<file path="config.mk">
export PLATFORM = sky130hd
export DESIGN_NAME = hps_instr_receiver_flat
export DESIGN_NICKNAME = d
export VERILOG_FILES = /design/src/rtl/hps_instr_receiver_if.sv /design/src/rtl/hps_instr_receiver.sv /design/src/flat_wrapper.sv
export SDC_FILE = /design/constraint.sdc
export NUM_CORES = 1
export LEC_CHECK = 0
export CAP_MARGIN = 10
export CORE_MARGIN = 1.5
export CORE_UTILIZATION = 40
export DETAILED_ROUTE_END_ITERATION = 8
export MAX_ROUTING_LAYER = met4
export PLACE_DENSITY_LB_ADDON = 0.12
export SLEW_MARGIN = 20
export SYNTH_ARGS = -nofsm -noshare
export SYNTH_HDL_FRONTEND = slang
export SYNTH_SLANG_ARGS = --single-unit
</file>
<file path="constraint.sdc">
create_clock -name clk_clk -period 3.25 [get_ports clk_clk]
set_input_delay 0.975 -clock clk_clk [delete_from_list [all_inputs] [get_ports clk_clk]]
set_output_delay 0.975 -clock clk_clk [all_outputs]
set_load 0.005 [all_outputs]
</file>
<file path="src/rtl/hps_instr_receiver_if.sv">
// HPS/GPU-facing signal bundle for the instruction receiver.
// master = HPS write side plus graphics read side, slave = receiver.
interface hps_instr_receiver_if #(
   parameter int AW = 4
);
   logic [31:0] data_a;
   logic [31:0] data_b;
   logic        wrreg;
   logic        wrfull;
   logic        reset_pulsecounter;
   logic        screen;
   logic        frame_tick;
   logic        rd_en;
   logic [63:0] rd_data;
   logic        rd_valid;
   logic        empty;
   logic [AW:0] level;
   logic        overflow;

   modport master (
      output data_a, data_b, wrreg,
      output reset_pulsecounter, frame_tick, rd_en,
      input  wrfull, screen, rd_data, rd_valid,
      input  empty, level, overflow
   );

   modport slave (
      input  data_a, data_b, wrreg,
      input  reset_pulsecounter, frame_tick, rd_en,
      output wrfull, screen, rd_data, rd_valid,
      output empty, level, overflow
   );
endinterface

</file>
<file path="src/rtl/hps_instr_receiver.sv">
// HPS instruction FIFO with edge-detected push, registered pop
// and a saturating frame counter driving the screen flag.
module hps_instr_receiver #(
   parameter int DEPTH  = 16,
   parameter int AW     = 4,
   parameter int FRAMES = 1
) (
   input logic clk_clk,
   input logic reset_reset_n,
   hps_instr_receiver_if.slave bus
);
   logic [63:0]   mem [DEPTH];
   logic [AW-1:0] wr_ptr;
   logic [AW-1:0] rd_ptr;
   logic [AW:0]   level_q;
   logic [AW:0]   level_nx;
   logic          empty_q;
   logic          full_q;
   logic          ovf_q;
   logic          rd_valid_q;
   logic [63:0]   rd_data_q;
   logic          wrreg_q;
   logic          clr_q;
   logic [7:0]    cnt_q;
   logic [7:0]    cnt_nx;
   logic          screen_q;
   logic          push_req;
   logic          pop;
   logic          push;
   logic          clr;

   assign push_req = bus.wrreg & ~wrreg_q;
   assign clr      = bus.reset_pulsecounter & ~clr_q;
   assign pop      = bus.rd_en & ~empty_q;
   assign push     = push_req & (~full_q | pop);

   always_comb begin
      level_nx = level_q;
      unique case ({push, pop})
         2'b10:   level_nx = level_q + (AW+1)'(1);
         2'b01:   level_nx = level_q - (AW+1)'(1);
         default: level_nx = level_q;
      endcase
   end

   // clear has priority over a coincident tick
   always_comb begin
      cnt_nx = cnt_q;
      if (clr)
         cnt_nx = 8'd0;
      else if (bus.frame_tick && cnt_q != 8'hFF)
         cnt_nx = cnt_q + 8'd1;
   end

   always_ff @(posedge clk_clk) begin
      if (push)
         mem[wr_ptr] <= {bus.data_b, bus.data_a};
   end

   always_ff @(posedge clk_clk or negedge reset_reset_n) begin
      if (!reset_reset_n) begin
         wr_ptr     <= '0;
         rd_ptr     <= '0;
         level_q    <= '0;
         empty_q    <= 1'b1;
         full_q     <= 1'b0;
         ovf_q      <= 1'b0;
         rd_valid_q <= 1'b0;
         rd_data_q  <= '0;
         wrreg_q    <= 1'b0;
         clr_q      <= 1'b0;
         cnt_q      <= '0;
         screen_q   <= 1'b0;
      end else begin
         wrreg_q    <= bus.wrreg;
         clr_q      <= bus.reset_pulsecounter;
         rd_valid_q <= pop;
         if (push)
            wr_ptr <= wr_ptr + AW'(1);
         if (pop) begin
            rd_ptr    <= rd_ptr + AW'(1);
            rd_data_q <= mem[rd_ptr];
         end
         if (push_req && full_q && !pop)
            ovf_q <= 1'b1;
         level_q  <= level_nx;
         empty_q  <= (level_nx == '0);
         full_q   <= (level_nx == (AW+1)'(DEPTH));
         cnt_q    <= cnt_nx;
         screen_q <= (cnt_nx >= 8'(FRAMES));
      end
   end

   assign bus.wrfull   = full_q;
   assign bus.empty    = empty_q;
   assign bus.level    = level_q;
   assign bus.overflow = ovf_q;
   assign bus.rd_valid = rd_valid_q;
   assign bus.rd_data  = rd_data_q;
   assign bus.screen   = screen_q;
endmodule
</file>
<file path="src/flat_wrapper.sv">
// flat-port wrapper written by rule: the top's interface ports become plain ports
module hps_instr_receiver_flat 
#(
   parameter int DEPTH  = 16,
   parameter int AW     = 4,
   parameter int FRAMES = 1
)
  (clk_clk, reset_reset_n, bus_data_a, bus_data_b, bus_wrreg, bus_reset_pulsecounter, bus_frame_tick, bus_rd_en, bus_wrfull, bus_screen, bus_rd_data, bus_rd_valid, bus_empty, bus_level, bus_overflow);
  hps_instr_receiver_if #(.AW(AW)) bus_i ();
  input logic clk_clk;
  input logic reset_reset_n;
  input wire logic [$bits(bus_i.data_a)-1:0] bus_data_a;
  input wire logic [$bits(bus_i.data_b)-1:0] bus_data_b;
  input wire logic [$bits(bus_i.wrreg)-1:0] bus_wrreg;
  input wire logic [$bits(bus_i.reset_pulsecounter)-1:0] bus_reset_pulsecounter;
  input wire logic [$bits(bus_i.frame_tick)-1:0] bus_frame_tick;
  input wire logic [$bits(bus_i.rd_en)-1:0] bus_rd_en;
  output wire logic [$bits(bus_i.wrfull)-1:0] bus_wrfull;
  output wire logic [$bits(bus_i.screen)-1:0] bus_screen;
  output wire logic [$bits(bus_i.rd_data)-1:0] bus_rd_data;
  output wire logic [$bits(bus_i.rd_valid)-1:0] bus_rd_valid;
  output wire logic [$bits(bus_i.empty)-1:0] bus_empty;
  output wire logic [$bits(bus_i.level)-1:0] bus_level;
  output wire logic [$bits(bus_i.overflow)-1:0] bus_overflow;
  assign bus_i.data_a = bus_data_a;
  assign bus_i.data_b = bus_data_b;
  assign bus_i.wrreg = bus_wrreg;
  assign bus_i.reset_pulsecounter = bus_reset_pulsecounter;
  assign bus_i.frame_tick = bus_frame_tick;
  assign bus_i.rd_en = bus_rd_en;
  assign bus_wrfull = bus_i.wrfull;
  assign bus_screen = bus_i.screen;
  assign bus_rd_data = bus_i.rd_data;
  assign bus_rd_valid = bus_i.rd_valid;
  assign bus_empty = bus_i.empty;
  assign bus_level = bus_i.level;
  assign bus_overflow = bus_i.overflow;
  hps_instr_receiver #(.DEPTH(DEPTH), .AW(AW), .FRAMES(FRAMES)) u_core (.clk_clk(clk_clk), .reset_reset_n(reset_reset_n), .bus(bus_i));
endmodule
</file>
; Yosys cells after proc, flatten, opt, wreduce, memory -nomap -nowiden
; Memories as Yosys holds them, arrays and structs flattened. A register that Yosys moved wholly into a read port is not among the register bits.
; Cells that the tools add are included.
[totals]
reg_bits = 28
ramBits = 1024
output_inout_bits = 74
word_cells = 42
mem_count = 1
[op_classes]
n_addsub = 5
magnitude_cmp = 1
eq_ne = 4
n_mux = 5
n_bitwise = 9
n_reduce_logical = 6
[memory_table]
columns = memory, words, width, rd, rd_ports_with_merged_regs, write_ports, line
row1 = u_core.mem, 16, 64, 1, 1, 1, hps_instr_receiver.sv:12  ; logic [63:0] mem [DEPTH];
[op_table]
columns = cell, count
row1 = $mux W8, 2
row2 = $pmux W5 S2, 1
row3 = $add A4 B1 Y4 const B, 2
row4 = $add A8 B1 Y8 const B, 1
row5 = $ge A8 B1 Y1 const B, 1
row6 = $ne A8 B8 Y1 const B, 1
row7 = $add A5 B1 Y5 const B, 1
row8 = $eq A5 B5 Y1 const B, 1
row9 = $logic_not A5 Y1, 1
row10 = $sub A5 B1 Y5 const B, 1
row11 = $and A1 B1 Y1, 4
row12 = $not A1 Y1, 4
row13 = $logic_and A1 B1 Y1, 3
row14 = $eq A2 B1 Y1 const B, 1
row15 = $eq A2 B2 Y1 const B, 1
row16 = $logic_not A1 Y1, 2
row17 = $mux W1, 2
row18 = $or A1 B1 Y1, 1

; Logic depth before layout (Yosys ltp)
[logic_depth]
word_depth = 7
mapped_depth = 13
ltp_nobuf = 11

; Worst setup path before layout
; OpenSTA, ideal clock, no wires.
[synth_timing]
path_type = input port to flip-flop
start = in bus_rd_en
end = mem u_core.mem[4][0] (enable)
setup_ns = 0.429
t_arrival_ns = 3.345
path_slack_ns = -0.524
stages = 7
n_path_buf = 2
cell_sequence = nand2b_1 clkbuf_1 a21boi_1 clkbuf_1 nand2_1 nor2_1 and2_1
[synth_via]
elab_chain_len = 5
[synth_lines]
columns = element, line
row1 = from (decl), flat_wrapper.sv:17  ; input wire logic [$bits(bus_i.rd_en)-1:0] bus_rd_en;
row2 = $and A1 B1 Y1, hps_instr_receiver.sv:34  ; assign pop = bus.rd_en & ~empty_q;
row3 = $or A1 B1 Y1, hps_instr_receiver.sv:35  ; assign push = push_req & (~full_q | pop);
row4 = $and A1 B1 Y1, hps_instr_receiver.sv:35
row5 = $mux W1, hps_instr_receiver.sv:56  ; if (push)
row6 = $mux W1 (implied by the code), hps_instr_receiver.sv:57  ; mem[wr_ptr] <= {bus.data_b, bus.data_a};
row7 = to (decl), hps_instr_receiver.sv:12
; Every way passes these cells.

; Worst setup path in the final report
[layout_timing]
start = in bus_wrreg
end = reg u_core.full_q (netlist: u_core.bus.wrfull)
[layout_via]
elab_chain_len = 5
[layout_lines]
columns = element, line
row1 = from (decl), flat_wrapper.sv:14  ; input wire logic [$bits(bus_i.wrreg)-1:0] bus_wrreg;
row2 = $and A1 B1 Y1 (*), hps_instr_receiver.sv:32  ; assign push_req = bus.wrreg & ~wrreg_q;
row3 = $and A1 B1 Y1 (*), hps_instr_receiver.sv:35
row4 = $eq A2 B1 Y1 or $eq A2 B2 Y1 (tied branches), hps_instr_receiver.sv:39  ; unique case ({push, pop})
row5 = $pmux W5 S2 (*), hps_instr_receiver.sv:39
row6 = $eq A5 B5 Y1 (*), hps_instr_receiver.sv:88  ; full_q <= (level_nx == (AW+1)'(DEPTH));
row7 = to (signal assigned), hps_instr_receiver.sv:88
row8 = to (decl), hps_instr_receiver.sv:18  ; logic full_q;
; Mark *: on every way between the ends. The rest lies on a longest branch, timed or not.
; A chain may end at the register's enable or synchronous reset.

==> results.toml <==
[cts]
clock_sinks = 1116
cts_root_buffer = "clkbuf_16"
clk_pin_slew_ps = 60
htree_num_levels = 3
clock_path_buffers = 3
cts_buffers = 117
clock_latency_ps = 700
cts_tree = "built"

[placed_design]
pre_cts_ws_ps = -645
gp_congestion = 0.781
port_buffers = 143
hpwl_mm = 59.4
dpl-instance-area_sq_um = 46700

[logic_synthesis]
synth.area.top_cells = "edfxtp_1, mux4_2, dfrtp_1, mux2i_1, a21oi_1"
syn_avg_cell_area_sq_um = 22.1
synth.distinct_cells = 45
synth_top_area_share_pct = 72.6
synth.cell_area_sq_um = 42300
synth_top_cell_by_area = "edfxtp_1"
yosysWarnings = 0
yosysSeqAreaShare_pct = 78.1
syn_inst = 1914
ys_seq_elements = 1116
synth_nets = 1993

[floorplanning]
design.core.area_sq_um = 105000
die_w_um = 328
die_area_sq_um = 108000
fp-row-count = 119
io_pins = 144
start_util_pct = 40.3
die_y_um = 328

[global_routing]
antenna_found_initial = 9
busiest_layer = "met2"
grt_use_total_pct = 19.1
grt_pass1_wl_mm = 147
grt_pass1_vias = 21486
grt_use_met1_pct = 25.5
use_met3_pct = 3.20
grt_overflow = 0
grt_start_max_net_pins = 65
grt_util_met2_pct = 31.1

[detailed_routing]
drt_pass1_iterations = 7
vias_per_cell = 5.38
avgRoutedWirePerCell_um = 26.6
drcViolationCount = 0
drt_iter0_drc = 1616
wirelength_mm = 98.4
vias = 19892
ant_nets = 0

[sta]
slew_headroom_pct = 47.9
finalHoldViolCount = 0
slew_violations = 0
rsz0062_at_grt = "false"
finClkSkew_ps = 24.8
fmax_ghz = 0.324
period_minus_slack_ps = 3090
tightest_slew_ps = 779
fin_crit_sh_pct = 95.0
setup_violations = 0
layout_setup_ws_ps = 162

[setup_path]
critPathArrivalTime_ps = 3690
endpoint_kind = "register"
cp-start-kind = "primary input"
required_ps = 3850
worst-path-max-fanout = 4
critPathKind = "primary input to register"
startpoint = "bus_wrreg"
r2r_start = "u_core.bus.empty$_DFF_PN1_"

[pwr]
power_frac_comb_pct = 26.0
power_switching_w = 0.0116
peakVddDrop_uv = 641
p_int_w = 0.0301
swShare_pct = 27.9
seq_power_share_pct = 42.7
static-leakage-power_nw = 16.6
clkPwrFrac_pct = 31.3
power.density_nw_per_um2 = 826

[flow_run]
cap_violations = 0

[min_path]
hp-class = "primary input to async pin"

[cells_and_area]
fin_area_sq_um = 50600
nFillCells = 8680
syn_to_final_growth_pct = 19.5
drive_gt1_share_pct = 25.6
nNetsFinal = 2274

[status]
status = "completed"
==> cells in the final DEF, fill, tap and decap left out, types with 4 or more instances in the layout <==
cell             instances
buf_12                  63
and4_4                   4
clkbuf_1                23
inv_1                    5
diode_2                 10
o21ai_1                 64
clkbuf_16              117
buf_4                   57
clkinv_1                16
dfrtp_1                 88
clkdlybuf4s50_1        142
bufinv_16                8
mux2i_1                130
xnor2_1                 10
nand2b_1                 4
ha_1                     9
nor2_1                  67
clkinv_2                27
mux4_2                 256
edfxtp_1              1024
clkbuf_8                20
and2_4                  12
nand4_1                  4
nor3_1                   8
a21oi_1                 70
nand2_1                 12
==> per-stage QoR <==
step                std cells  hold WS (ps)  utilization, %  power [W]  TNS (ps)
finish                   3696           338            48.1     0.0418         0
global route             3693           343            48.1     0.0436         0
CTS                      3684           309            48.1     0.0424         0
detailed placement       3465           488            44.5     0.0293     -2430
global placement         3464           464            44.4     0.0292     -3750
floorplan                1914           466               -     0.0248         0
==> timing repair <==
| item | in CTS | in global routing |
|---|---|---|
| endpoints found under the setup margin | 0 | 2 |
| resized for setup | 0 | 3 |
| hold buffers | 0 | 0 |
| setup buffers | 0 | 2 |
==> final timing paths <==
kind | slack (ps) | depth (start not counted) | to
worst min register to register | 480 | 1 | u_core.bus.overflow$_DFFE_PN0P_
max in group asynchronous | 2170 | 2 | u_core.rd_ptr[0]$_DFFE_PN0P_
worst max-delay path | 160 | 12 | u_core.bus.wrfull$_DFF_PN0_
worst max register to register | 540 | 11 | u_core.bus.wrfull$_DFF_PN0_
worst min-delay path | 340 | 1 | u_core.bus.wrfull$_DFF_PN0_
min in group clk_clk | 480 | 1 | u_core.bus.overflow$_DFFE_PN0P_
==> cell type report <==
cell class | instances | area, sq um | share of cell area (%)
tap | 1391 | 1740 | 3.44
clock buffer | 160 | 3290 | 6.50
clock inverter | 59 | 517 | 1.02
multi-input combinational | 693 | 8830 | 17.5
antenna | 10 | 25.0 | 0.0495
timing repair buffer | 262 | 3110 | 6.15
sequential | 1116 | 33100 | 65.4
inverter | 5 | 18.8 | 0.0371
==> power by group through the flow <==
stage                     clock (W)  combinational, W  sequential [W]
after global placement            0            0.0110          0.0181
after CTS                    0.0134            0.0112          0.0179
after global routing         0.0139            0.0118          0.0180
after floorplan                   0           0.00722          0.0176
final                        0.0131            0.0109          0.0178
after detailed placement          0            0.0111          0.0182
==> flip-flops by register name (all words and copies together), names as in the netlist <==
| signal | count |
|---|---|
| u_core.rd_ptr | 4 |
| u_core.bus.rd_data | 64 |
| u_core.wr_ptr | 4 |
| u_core.bus.empty | 1 |
| u_core.mem | 1024 |
| u_core.bus.rd_valid | 1 |
| u_core.bus.screen | 1 |
| u_core.bus.overflow | 1 |
| u_core.cnt_q | 8 |
| u_core.bus.wrfull | 1 |
| u_core.wrreg_q | 1 |
| u_core.bus.level | 5 |
| u_core.clr_q | 1 |
==> synthesized netlist by cell type (all sizes together) <==
cell type / count
o21bai: 1
o211ai: 1
dfstp: 1
mux2: 1
ha: 9
mux4: 256
mux2i: 130
inv: 5
or3b: 2
nor2b: 3
a211oi: 3
and2: 12
dfrtp: 91
xor2: 2
nor4: 1
edfxtp: 1024
nand3: 3
nand3b: 1
a31oi: 3
nor3b: 2
a31o: 2
nand4: 4
and4: 7
nand2: 13
clkbuf: 34
a211o: 1
buf: 66
a21boi: 2
o21ai: 66
and3: 2
nor3: 8
or4b: 1
nor2: 67
nand4b: 3
nand2b: 6
xnor2: 10
a21oi: 71
==> worst max-delay path, stage by stage <==
cell             delay (ps)
clkdlybuf4s50_1         470
nor2b_2                 150
a21boi_2                190
inv_1                    80
ha_1                    230
xor2_1                  170
ha_1                    250
a21oi_2                 160
xnor2_1                 120
or4b_1                  480
a31o_1                  260
nor3b_2                 160
==> cells by family (layout without fill, tap and decap cells) <==
| family | count (synthesis) | after routing | synth area share [%] |
|---|---|---|---|
| AO/OA/AOI/OAI | 150 | 150 | 1.86 |
| XOR/XNOR | 12 | 12 | 0.248 |
| adder cells (fa/ha/maj) | 9 | 9 | 0.266 |
| buffers and inverters | 105 | 486 | 1.26 |
| flip-flops | 1116 | 1116 | 78.1 |
| multiplexers | 387 | 387 | 16.7 |
| other | 0 | 10 | 0 |
| AND/OR/NAND/NOR | 135 | 135 | 1.59 |
==> layer usage <==
layer	wire, um	vias up
met4	1690	0
li1	-	8545
met1	42900	10801
met5	0	-
met3	4250	129
met2	49500	417
Power figures use the tool's default switching activity.
